$ cat src/rtl/genius_press_detect.sv
// Button edge detector for the input checker.
//   clk, rst_n : clock, synchronous active-low reset
//   btn        : debounced button levels
//   press      : all buttons were released last cycle and some are down now
//   one_hot    : exactly one button is down this cycle
//   released   : no button is down this cycle
module genius_press_detect #(
  parameter int COLOR_W = 4
) (
  input  logic               clk,
  input  logic               rst_n,
  input  logic [COLOR_W-1:0] btn,
  output logic               press,
  output logic               one_hot,
  output logic               released
);

  logic [COLOR_W-1:0] btn_q;

  always_ff @(posedge clk) begin
    if (!rst_n) begin
      btn_q <= '0;
    end else begin
      btn_q <= btn;
    end
  end

  // A press only counts coming out of the all-released condition, so adding a
  // second finger or sliding between buttons never produces a new event.
  assign released = (btn == '0);
  assign press    = (btn_q == '0) && !released;
  // Clearing the lowest set bit leaves zero only for a single set bit.
  assign one_hot  = !released && ((btn & (btn - COLOR_W'(1))) == '0);

endmodule

$ cat config.mk
export PLATFORM = sky130hd
export DESIGN_NAME = genius_press_detect
export DESIGN_NICKNAME = d
export VERILOG_FILES = /design/src/rtl/genius_press_detect.sv
export SDC_FILE = /design/constraint.sdc
export NUM_CORES = 1
export LEC_CHECK = 0
export BUFFER_PORTS_ARGS = -buffer_cell sky130_fd_sc_hd__buf_2
export CORE_AREA = 3 3 40 42
export DETAILED_ROUTE_END_ITERATION = 6
export DIE_AREA = 0 0 43 45
export HOLD_SLACK_MARGIN = 0.03
export PLACE_DENSITY_LB_ADDON = 0.12
export RECOVER_POWER = 100
export SYNTH_ARGS = -nofsm -noshare
export SYNTH_HDL_FRONTEND = slang
export SYNTH_SLANG_ARGS = --single-unit
$ cat constraint.sdc
create_clock -name clk -period 0.85 [get_ports clk]
set_input_delay 0.085 -clock clk [delete_from_list [all_inputs] [get_ports clk]]
set_output_delay 0.085 -clock clk [all_outputs]
set_load 0.05 [all_outputs]
==> run_results.csv, run 1 <==
group,metric,value,unit
finish,top_regs,"btn_q x4",
clocking,cts_buffers,3,
finish,regArea,80.1,um2
die,die_area,1940,um2
synth,synth.mux.area_fraction,0,
synth,yosysWarnings,0,
finish,drive_above_1_share,0.571,
synth,synthCells,16,
worst_hold_path,hold_end,"btn_q[3]$_SDFF_PN0_",
clocking,cts_buffer_depth,2,
setup_path,required,0.76,ns
worst_hold_path,hp-start,"btn[3]",
setup_path,critPathArrivalTime,1.30,ns
synth,avgSynthCellArea,10.1,um2
sta,finalSetupViolations,2,
finish,utilization,0.272,
synth,ys_types,8,
synth,yosys.area_share.adder,0,
sta,hold_viol_final,0,
finish,area_growth,116,%
placement,dp_cells,40,
clocking,cts.clk_slew.worst_paths,0.04,ns
sta,layout_setup_ws,-0.535,ns
finish,largest_reg_flops,4,
outcome,violations,"negative setup slack",
outcome,outcome,"finished with violations",
die,rows,13,
drt,viasPerCell,3.79,
synth,synth_xor_area_frac,0.0543,
clocking,clkSinkCount,4,
drt,firstDrtPassIters,2,
power_and_ir_drop,vdd_drop_max,0.000353,V
synth,netlist_area,161,um2
worst_hold_path,hp-class,"input port to register",
synth,synth_compound_area_frac,0.0543,
sta,fin_setup_tns,-0.536,ns
clocking,htree_levels,1,
die,fp.dieW,43,um
power_and_ir_drop,power_density,1640,nW/um2
grt,grt_max_degree,6,
synth,synth.ff_latch_count,4,
clocking,cts_root_buf,"clkbuf_4",
die,initial_core_util,0.126,
drt,postRouteAntennaNets,0,
sta,finalCritPeriodShare,1.63,
sta,grt_setup_unrepaired,"yes",
finish,largest_register,"btn_q",
sta,period_minus_slack,1.38,ns
finish,diodes,0,
sta,worst_slew_pin_slew,0.233,ns
grt,gr-total-overflow,0,
power_and_ir_drop,p_leak,0.144,nW
finish,finalNonFillerCells,43,
sta,clock.fmax,0.722,GHz
synth,yosys.area_share.simple,0.395,
setup_path,startpoint_type,"register",
drt,finalWirelength,356,um
grt,grt_pass1_wl,627,um
finish,nFillCells,134,
setup_path,critPathKind,"register to output pin",
drt,drt-initial-drc-count,1,
placement,pre_cts_slack,-0.412,ns
synth,synth_nets,22,
grt,grt_usage,0.0466,
sta,drv_slew,0,
finish,multi_input_area,129,um2
finish,final_nets,36,
die,core_region_area,1280,um2
sta,holdWs,0.0930,ns
synth,seq_area_frac_synth,0.496,
drt,num_vias,163,
run,drv_cap,0,
die,die_y,45,um
grt,antenna_found_initial,0,
setup_path,cp_max_fo,1,
clocking,cts_hold_buf,0,
drt,drc,0,
worst_hold_path,hold_path_depth,2,
grt,grt_pass1_vias,178,
drt,wl_per_cell,8.28,um
clocking,cts_tree,"done",
placement,io_buffer_count,8,
setup_path,end_kind,"output pin",
sta,relSlewSlack,0.843,
placement,globalplace.congestion,0.636,
die,ioPinCount,9,
synth,synth_top_family_by_area,"simple AND/OR/NAND/NOR gates",
[metal layers]
metal,global-route usage,up-vias,part of all wire
met5,0,-,0
met4,0.0542,0,0
met3,0.0120,0,0.079
met2,0.0778,7,0.53
met1,0.0433,74,0.38
li1,-,82,-
[cells in the final DEF, fill, tap and decap left out]
cell type  instances
a211o_1            1
and2_0             3
and2_1             1
buf_12             1
buf_4              2
buf_6              4
buf_8              1
clkbuf_1           1
clkbuf_4           3
dfxtp_1            4
nor2_1             1
nor2_4             1
nor4_4             1
nor4b_2            1
nor4b_4            1
or4_4              1
xor2_1             1
[worst max-delay path: stages, from the launching register on]
cell,delay [ns]
dfxtp_1,0.29
or4_4,0.54
nor2_4,0.09
buf_6,0.16
[layout make-up]
| type | instances | share of cell area |
|---|---|---|
| well taps | 15 | 0.0538 |
| flip-flops and latches | 4 | 0.229 |
| repair buffers | 9 | 0.283 |
| multi-input cells | 12 | 0.369 |
| clock buffers | 3 | 0.0645 |
[worst max path at each step]
stage | from | to | slack (ns) | cells after the start
2_1_floorplan | btn_q[1]$_SDFF_PN0_ | press | -0.34 | 2
3_3_place_gp | btn_q[1]$_SDFF_PN0_ | press | -0.41 | 3
3_5_place_dp | btn_q[1]$_SDFF_PN0_ | press | -0.41 | 3
4_1_cts | btn_q[1]$_SDFF_PN0_ | press | -0.55 | 3
5_1_grt | btn_q[1]$_SDFF_PN0_ | press | -0.59 | 3
6_report | btn_q[1]$_SDFF_PN0_ | press | -0.53 | 3
[cells in the mapped netlist (all sizes together)]
library cell / count / area (um2)
a211o: 1 / 8.76
nor2: 2 / 7.51
xor2: 1 / 8.76
dfxtp: 4 / 80.1
or4: 1 / 7.51
nor4b: 2 / 17.5
nor4: 1 / 6.26
and2: 4 / 25.0
[logic make-up after synthesis]
logic type,Yosys count
simple gates,10
xor+xnor,1
compound gates,1
flops,4
[repair_timing]
action / in CTS / in global routing
pin swaps: 4 / 0
setup buffers: 0 / 0
endpoints found under the hold margin: 0 / 0
resized for setup: 19 / 0
endpoints found under the setup margin: 3 / 2
[per-stage QoR]
step,power (mW),instance area (um2)
floorplan,0.273,188
global placement,0.314,254
detailed placement,0.315,254
CTS,0.589,350
global route,0.613,349
finish,0.571,349
[power breakdown]
part	switching (mW)	internal (mW)
Sequential	0.00239	0.199
Combinational	0.0754	0.0707
Clock	0.0663	0.157
Total	0.144	0.427
Note: power is estimated with default switching activity, not from simulation.
==> inputs of run 2 (changes only) <==
--- a/config.mk
+++ b/config.mk
@@ -5,10 +5,10 @@
 export SDC_FILE = /design/constraint.sdc
 export NUM_CORES = 1
 export LEC_CHECK = 0
-export BUFFER_PORTS_ARGS = -buffer_cell sky130_fd_sc_hd__buf_2
 export CORE_AREA = 3 3 40 42
 export DETAILED_ROUTE_END_ITERATION = 6
 export DIE_AREA = 0 0 43 45
+export DONT_BUFFER_PORTS = 1
 export HOLD_SLACK_MARGIN = 0.03
 export PLACE_DENSITY_LB_ADDON = 0.12
 export RECOVER_POWER = 100
==> run_results.csv, run 2 (synthesis results as in run 1) <==
group,metric,value,unit
outcome,outcome,"finished with violations",
outcome,violations,"negative setup slack",
power_and_ir_drop,vdd_drop_max,0.000369,V
sta,worst_slew_pin_slew,0.307,ns
clocking,cts_buffers,3,
sta,finalSetupViolations,1,
grt,grt_pass1_vias,178,
finish,largest_register,"btn_q",
clocking,cts_root_buf,"clkbuf_4",
clocking,postCtsSetupBuffers,0,
sta,grt_setup_unrepaired,"yes",
placement,globalplace.congestion,0.618,
worst_hold_path,hp-class,"input port to output pin",
sta,layout_setup_ws,-0.539,ns
drt,postRouteAntennaNets,0,
power_and_ir_drop,power_frac_clock,0.412,
sta,finalCritPeriodShare,1.63,
finish,nFillCells,141,
finish,final_cell_mix,"dlygate4sd3_1, dfxtp_1, and2_0, clkbuf_4",
grt,grt_pass1_wl,676,um
finish,final_nets,35,
setup_path,crit_slowest_cell,"or4_4",
grt,gr-total-overflow,0,
clocking,htree_levels,1,
power_and_ir_drop,power_density,1720,nW/um2
sta,drv_slew,0,
die,die_area,1940,um2
sta,holdWs,0.373,ns
die,initial_core_util,0.126,
clocking,cts_tree,"done",
setup_path,critPathBufInv,1,
power_and_ir_drop,combPwrFrac,0.215,
drt,viasPerCell,3.83,
finish,final_common_cell,"dlygate4sd3_1",
sta,clock.fmax,0.720,GHz
power_and_ir_drop,power.internal,0.417,mW
power_and_ir_drop,p_switching,0.123,mW
sta,relSlewSlack,0.794,
placement,dp_cells,34,
setup_path,path_delay_family,"simple AND/OR/NAND/NOR gates",
finish,top_regs,"btn_q x4",
finish,area_growth,94.6,%
setup_path,slowest_delay,0.54,ns
setup_path,end_kind,"output pin",
setup_path,cp_max_fo,1,
drt,finalWirelength,384,um
die,rows,13,
die,core_region_area,1280,um2
finish,drive_above_1_share,0.333,
run,drv_cap,0,
die,ioPinCount,9,
drt,drc,0,
placement,io_buffer_count,0,
power_and_ir_drop,p_leak,0.123,nW
grt,antenna_found_initial,0,
clocking,clkSinkCount,4,
die,fp.dieW,43,um
setup_path,required,0.76,ns
finish,largest_reg_flops,4,
die,die_y,45,um
sta,period_minus_slack,1.39,ns
power_and_ir_drop,seq_power_share,0.373,
clocking,cts_buffer_depth,2,
grt,grt_usage,0.0500,
setup_path,critPathKind,"register to output pin",
setup_path,critPathArrivalTime,1.30,ns
finish,diodes,0,
clocking,cts.clk_slew.worst_paths,0.04,ns
power_and_ir_drop,switching_share,0.228,
setup_path,startpoint_type,"register",
sta,hold_viol_final,0,
drt,wl_per_cell,9.14,um
grt,grt_max_degree,6,
drt,num_vias,161,
drt,firstDrtPassIters,1,
clocking,cts_resized,0,
finish,finalNonFillerCells,42,
drt,drt-initial-drc-count,0,
setup_path,crit_chain,"or4_4, nor2_4, buf_12",
## run 2: cell types whose count changed in the layout (fill, tap and decap cells not counted), sizes merged
cell         previous run  this run
dlygate4sd3             0         5
clkbuf                  4         3
buf                     8         3
## run 2: per-stage QoR
stage	power, mW	setup WS (ns)	utilization	instance area [um2]	TNS, ns
global placement	0.317	-0.325	0.198	254	-0.325
finish	0.540	-0.539	0.244	314	-0.539
CTS	0.572	-0.559	0.254	327	-0.559
floorplan	0.273	-0.344	-	188	-0.394
detailed placement	0.318	-0.331	0.198	254	-0.331
global route	0.586	-0.593	0.244	314	-0.593
## run 2: power by group through the flow
stage,Combinational [mW],Clock (mW),Sequential (mW)
floorplan,0.0696,0,0.204
global placement,0.113,0,0.204
detailed placement,0.114,0,0.204
CTS,0.131,0.239,0.201
global route,0.123,0.261,0.202
finish,0.116,0.222,0.201
## run 2: layout make-up
cell class	instances	area (um2)	area share
tap	15	18.8	0.0598
timing repair buffer	8	85.1	0.271
clock buffer	3	22.5	0.0717
sequential	4	80.1	0.255
multi-input combinational	12	108	0.343
## run 2: what timing repair did
| action | 4_1_cts | 5_1_grt |
|---|---|---|
| hold buffers | 5 | 0 |
| pin swaps | 1 | 0 |
| hold endpoints to repair | 4 | 0 |
| setup endpoints to repair | 1 | 1 |
## run 2: routing by layer
| metal | track usage | up-vias | wire [um] |
|---|---|---|---|
| li1 | - | 80 | - |
| met1 | 0.0434 | 74 | 128 |
| met2 | 0.0749 | 7 | 213 |
| met3 | 0.0319 | 0 | 42 |
| met4 | 0.0542 | 0 | 0 |
| met5 | 0 | - | 0 |
## run 2: worst paths after layout
| kind | end | cells past startpoint | start |
|---|---|---|---|
| min | released | 2 | btn[3] |
| max | press | 3 | btn_q[1]$_SDFF_PN0_ |
==> inputs of run 3 (changes only) <==
--- a/config.mk
+++ b/config.mk
@@ -5,6 +5,8 @@
 export SDC_FILE = /design/constraint.sdc
 export NUM_CORES = 1
 export LEC_CHECK = 0
+export CELL_PAD_IN_SITES_DETAIL_PLACEMENT = 1
+export CELL_PAD_IN_SITES_GLOBAL_PLACEMENT = 1
 export CORE_AREA = 3 3 40 42
 export DETAILED_ROUTE_END_ITERATION = 6
 export DIE_AREA = 0 0 43 45
==> run_results.csv, run 3 (synthesis results as in run 1) <==
group,metric,value,unit
placement,dp_cells,34,
die,core_region_area,1280,um2
sta,finalSetupViolations,1,
drt,drt-initial-drc-count,0,
power_and_ir_drop,power_frac_clock,0.418,
sta,drv_slew,0,
finish,top_regs,"btn_q x4",
sta,worst_slew_pin_slew,0.297,ns
grt,grt_usage,0.0666,
worst_hold_path,hp-class,"input port to output pin",
die,fp.dieW,43,um
sta,clock.fmax,0.717,GHz
die,die_area,1940,um2
sta,grt_setup_unrepaired,"yes",
clocking,clkSinkCount,4,
drt,num_vias,167,
drt,postRouteAntennaNets,0,
clocking,cts.clk_slew.worst_paths,0.03,ns
finish,utilization,0.249,
placement,pre_cts_slack,-0.346,ns
die,ioPinCount,9,
grt,grtUsageMet2,0.108,
power_and_ir_drop,power_density,1720,nW/um2
power_and_ir_drop,p_total,0.551,mW
sta,relSlewSlack,0.801,
drt,wl_per_cell,11.8,um
clocking,cts_buffers,3,
finish,finalNonFillerCells,42,
die,die_y,45,um
finish,finalInstanceArea,320,um2
sta,layout_setup_ws,-0.544,ns
grt,grt_pass1_vias,199,
power_and_ir_drop,switching_share,0.241,
grt,antenna_found_initial,0,
power_and_ir_drop,vdd_drop_max,0.000290,V
run,drv_cap,0,
drt,viasPerCell,3.98,
finish,diodes,0,
clocking,cts_tree,"done",
grt,gr-total-overflow,0,
setup_path,critPathKind,"register to output pin",
die,initial_core_util,0.126,
clocking,cts_root_buf,"clkbuf_4",
drt,firstDrtPassIters,1,
finish,final_nets,35,
sta,period_minus_slack,1.39,ns
placement,globalplace.congestion,0.548,
sta,hold_viol_final,0,
drt,drc,0,
outcome,violations,"negative setup slack",
grt,grt.busiest_layer,"met2",
placement,placed_area,254,um2
power_and_ir_drop,p_switching,0.133,mW
setup_path,cp_max_fo,1,
setup_path,end_kind,"output pin",
sta,finalCritPeriodShare,1.64,
grt,gr-usage-met1,0.0457,
sta,fin_setup_tns,-0.544,ns
finish,final_cell_mix,"dlygate4sd3_1, dfxtp_1, and2_0, clkbuf_4, buf_4",
placement,hpwl,348,um
finish,final_common_cell,"dlygate4sd3_1",
clocking,postCtsSetupBuffers,0,
setup_path,critPathArrivalTime,1.31,ns
outcome,outcome,"finished with violations",
finish,area_growth,98.4,%
power_and_ir_drop,combPwrFrac,0.215,
setup_path,required,0.76,ns
power_and_ir_drop,power.internal,0.418,mW
setup_path,startpoint_type,"register",
grt,grtUsageMet3,0.0398,
sta,holdWs,0.373,ns
clocking,htree_levels,1,
power_and_ir_drop,p_leak,0.124,nW
grt,grt_max_degree,6,
finish,largest_register,"btn_q",
placement,io_buffer_count,0,
finish,drive_above_1_share,0.370,
die,rows,13,
grt,grt_pass1_wl,828,um
drt,finalWirelength,494,um
finish,largest_reg_flops,4,
clocking,cts_buffer_depth,2,
power_and_ir_drop,seq_power_share,0.366,
run 3: final cells by class:
type / instances / area (um2)
clock buffer: 3 / 22.5
fill: 147 / 965
multi-input combinational: 12 / 114
sequential: 4 / 80.1
tap: 15 / 18.8
timing repair buffer: 8 / 85.1
run 3: final timing paths:
kind                 from        to  cells after the start  slack, ns
max   btn_q[2]$_SDFF_PN0_     press                      3      -0.54
min                btn[3]  released                      2       0.37
run 3: worst max-delay path, cell delays in order, from the launching register on:
cell and delay (ns):
dfxtp_1 0.29, or4_4 0.54, nor2_4 0.11, buf_12 0.14
run 3: per-layer routing:
metal	wire length, um	up-vias
met1	138	75
met2	277	8
li1	-	82
met4	6	0
met3	71	2
met5	0	-
run 3: power groups by stage:
stage	sequential (mW)	clock (mW)	combinational [mW]
floorplan	0.204	0	0.0696
global placement	0.204	0	0.115
detailed placement	0.205	0	0.115
CTS	0.202	0.244	0.133
global route	0.202	0.249	0.126
finish	0.202	0.230	0.119
run 3: repair_timing:
item | CTS | global route
endpoints found under the hold margin | 4 | 0
hold buffers | 5 | 0
setup endpoints to repair | 1 | 2
gates cloned | 0 | 0
resized for setup | 0 | 1
pin swaps | 2 | 0
